## config.mk

```make
export PLATFORM = sky130hd
export DESIGN_NAME = cnt_chk_sat_counter
export DESIGN_NICKNAME = d
export VERILOG_FILES = /design/src/rtl/cnt_chk_pkg.sv /design/src/rtl/cnt_chk_sat_counter.sv
export SDC_FILE = /design/constraint.sdc
export NUM_CORES = 1
export LEC_CHECK = 0
export ABC_AREA = 1
export BUFFER_PORTS_ARGS = -buffer_cell sky130_fd_sc_hd__buf_2
export CAP_MARGIN = 10
export CORE_MARGIN = 10
export CORE_UTILIZATION = 28
export CTS_BUF_LIST = sky130_fd_sc_hd__clkbuf_8
export DETAILED_ROUTE_END_ITERATION = 16
export GPL_TIMING_DRIVEN = 0
export PLACE_DENSITY = 0.55
export SYNTH_ARGS = -nofsm -noshare
export SYNTH_HDL_FRONTEND = slang
export SYNTH_SLANG_ARGS = --single-unit
```

## constraint.sdc

```tcl
create_clock -name clk -period 1.5 [get_ports clk]
set_input_delay 0.3 -clock clk [delete_from_list [all_inputs] [get_ports clk]]
set_output_delay 0.3 -clock clk [all_outputs]
set_load 0.01 [all_outputs]
```

## src/rtl/cnt_chk_pkg.sv

```systemverilog
// Shared types and helpers for the counter-stream sequence checker.
// Holds the FSM state encoding, default widths and the saturating increment.
package cnt_chk_pkg;

    typedef enum logic [1:0] {
        IDLE  = 2'd0,
        ACQ   = 2'd1,
        TRACK = 2'd2
    } state_e;

    localparam int DEF_WIDTH     = 8;
    localparam int DEF_RELOCK_N  = 4;
    localparam int DEF_ERR_CNT_W = 16;

    // Callers zero-extend into 64 bits and truncate the result back to their width.
    function automatic logic [63:0] sat_inc(input logic [63:0] val, input logic [63:0] max_val);
        return (val >= max_val) ? val : val + 64'd1;
    endfunction

endpackage

```

## src/rtl/cnt_chk_sat_counter.sv

```systemverilog
// Generic W-bit up-counter that sticks at all-ones; advances by one on inc_i.
module cnt_chk_sat_counter
    import cnt_chk_pkg::*;
#(
    parameter int W = DEF_ERR_CNT_W
) (
    input  logic         clk,
    input  logic         reset,
    input  logic         inc_i,
    output logic [W-1:0] count_o
);
    localparam logic [W-1:0] MAX_VAL = '1;

    logic [W-1:0] count_q;
    logic [W-1:0] count_d;

    always_comb begin
        count_d = count_q;
        if (inc_i) begin
            count_d = W'(sat_inc(64'(count_q), 64'(MAX_VAL)));
        end
    end

    always_ff @(posedge clk or posedge reset) begin
        if (reset) begin
            count_q <= '0;
        end else begin
            count_q <= count_d;
        end
    end

    assign count_o = count_q;
endmodule

```

==> results.json <==
{
  "clock_latency_ns": 0.25,
  "port_buffers": 18,
  "fin_crit_ns": 1.382,
  "ys_top_cells_by_count": "nand2_1 (57), inv_1 (17), dfrtp_1 (16)",
  "start_util_pct": 28.55,
  "max-slew-margin-rel_pct": 58.63,
  "ys_types": 20,
  "finalSetupViolations": 0,
  "clk_path_buf_depth": 2,
  "cts.sinks": 16,
  "cpPeakStageDelay_ns": 0.43,
  "htree_num_levels": 1,
  "yosysTopAreaCell": "dfrtp_1",
  "cap_violations": 0,
  "dr.first_iter.drc_count": 68,
  "synth_nets": 152,
  "fin_hold_ws_ns": 0.1188,
  "crit_chain": "ha_4, inv_2, nor2_4, nand2_4, clkinv_2, nand2_4, buf_6, nand2_1, nand2_1, nand2_1",
  "crit_fanout": 10,
  "clock_skew_ns": 0.0009840,
  "drive_above_1_share_pct": 27.43,
  "rr_worst_depth": 10,
  "grt_antenna_before_repair": 0,
  "area_growth_pct": 25.45,
  "crit_type": "register to register",
  "ant_nets": 0,
  "startpoint_type": "register",
  "cpLargestDelayFamily": "flip-flops",
  "arrival_ns": 1.53,
  "grt_pass1_wl_um": 4229,
  "cts_tree": "built",
  "final-seq-area_um2": 401.6,
  "synth_area_leaders": "dfrtp_1 (39%), nand2_1 (21%), inv_1 (6.2%), nor2_1 (4.7%), nand4_1 (4.2%)",
  "nets": 180,
  "antenna_cells": 0,
  "design.core.area_um2": 3633,
  "die_area_um2": 6539,
  "finalHoldViolations": 0,
  "die_w_um": 80.87,
  "hold_path.class": "input pin to asynchronous set/reset pin",
  "vdd_drop_max_uv": 270.0,
  "synth_top_area_share_pct": 38.60,
  "die_y_um": 80.87,
  "multiInputGateArea_um2": 568.0,
  "ys_ff_latch": 16,
  "status": "complete, no violations",
  "fin_crit_sh_pct": 92.14,
  "grt_pass1_vias": 936,
  "synth_area_um2": 1037,
  "wl_um": 2502,
  "io_pins": 19,
  "path_clk_slew_ns": 0.07,
  "finalPower_mw": 1.332,
  "fmax_mhz": 723.6,
  "max_slew.worst_pin.slew_ns": 0.6198,
  "ys.warnings.count": 0,
  "worst-path-buf-inv": 3,
  "drc_errors": 0,
  "drtPass1Iterations": 4,
  "root_buffer": "clkbuf_8",
  "placementRows": 22,
  "cp_slowest_cell": "dfrtp_1",
  "grt_max_degree": 17,
  "overflow": 0,
  "postLayoutCoreUtil_pct": 35.81,
  "synth_cells": 148,
  "slew_viol_final": 0,
  "vias": 980,
  "worstSetupPathDepth": 10,
  "cp-end-kind": "register",
  "power.density_nw_per_um2": 1024,
  "yosysSeqAreaShare_pct": 38.60,
  "grtUsageTotal_pct": 8.038,
  "power_leakage_nw": 0.6489,
  "wire_per_inst_um": 11.22,
  "synth_async_sr_flop_share_pct": 100.0,
  "vias_per_cell": 4.395,
  "avgSynthCellArea_um2": 7.008,
  "numCtsBuffers": 3,
  "gp_congestion": 0.8401,
  "synth_most_common_cell": "nand2_1",
  "largest_reg_flops": 16,
  "synth_edf_count": 0,
  "synth_ff_type": "dfrtp_1",
  "fillers": 410,
  "worstPathRequired_ns": 1.64,
  "path_common_cell": "nand2_1",
  "place_hpwl_um": 1973
}
## worst register-to-register path: stages (launching register included)
cell and delay [ns]:
dfrtp_1 0.43, ha_4 0.20, inv_2 0.06, nor2_4 0.05
nand2_4 0.10, clkinv_2 0.07, nand2_4 0.08, buf_6 0.13
nand2_1 0.06, nand2_1 0.06, nand2_1 0.05
## cells in the final DEF, fill, tap and decap left out
cell,n
nand2_2,3
nor2_2,4
buf_4,5
inv_1,17
clkinv_2,2
buf_2,18
o21ai_1,1
nand3_1,7
clkbuf_8,4
o21ai_2,1
xnor2_1,2
buf_6,1
o21ai_0,6
nor3_2,1
nand4_1,7
dfrtp_1,15
inv_2,1
nor2_1,12
nand2_1,57
nand3b_1,3
nor2_4,4
ha_4,1
nand2_4,2
dfrtp_2,1
## final timing paths
| path | from | to | slack, ns |
|---|---|---|---|
| setup / recovery | count_o[1]$_DFFE_PP0P_ | count_o[11]$_DFFE_PP0P_ | 0.12 |
| hold / removal | reset | count_o[13]$_DFFE_PP0P_ | 0.12 |
| setup reg to reg | count_o[1]$_DFFE_PP0P_ | count_o[11]$_DFFE_PP0P_ | 0.12 |
| hold reg to reg | count_o[3]$_DFFE_PP0P_ | count_o[3]$_DFFE_PP0P_ | 0.54 |
| max in group asynchronous | reset | count_o[0]$_DFFE_PP0P_ | 0.94 |
| min in group clk | inc_i | count_o[4]$_DFFE_PP0P_ | 0.36 |
## metrics by stage
step | TNS [ns] | setup slack, ns | cell area (um2) | cells
6_report | 0 | 0.1180 | 1301 | 223
5_1_grt | -0.02469 | -0.009156 | 1301 | 223
4_1_cts | 0 | 0.007379 | 1251 | 218
3_5_place_dp | -0.9175 | -0.1274 | 1187 | 214
3_3_place_gp | -0.9548 | -0.1346 | 1187 | 214
2_1_floorplan | 0 | 0.04912 | 1037 | 148
## where the power goes
part	internal, mW	switching, mW	total, mW
Sequential	0.494	0.0796	0.574
Clock	0.233	0.154	0.387
Combinational	0.179	0.192	0.371
## what timing repair did
item	CTS	global route
pin swaps	0	2
setup endpoints to repair	15	15
buffers inserted	0	5
gates resized for setup	3	2
hold buffers	0	0
## kinds of logic (layout without fill, tap and decap cells)
group	count (synthesis)	in the layout	synth area share [%]
buffers and inverters	21	48	8.564
XOR/XNOR	2	2	1.689
AND/OR/NAND/NOR	100	100	45.72
adder cells (fa/ha/maj)	1	1	1.206
AO/OA/AOI/OAI	8	8	4.222
flip-flops	16	16	38.60
## per-layer routing
metal / vias up / GRT usage, % / part of all wire [%]
met3: 4 / 1.876 / 5.5
met2: 19 / 12.98 / 47
met5: - / 0 / 0
li1: 516 / - / -
met1: 441 / 9.557 / 45
met4: 0 / 4.671 / 1.7
## cell type report
type | count | share of cell area, %
sequential | 16 | 30.87
buffer | 1 | 0.8654
tap | 48 | 4.615
inverter | 20 | 5.962
multi-input combinational | 111 | 43.65
clock buffer | 4 | 4.231
timing repair buffer | 23 | 9.808
Power figures use the tool's default switching activity.
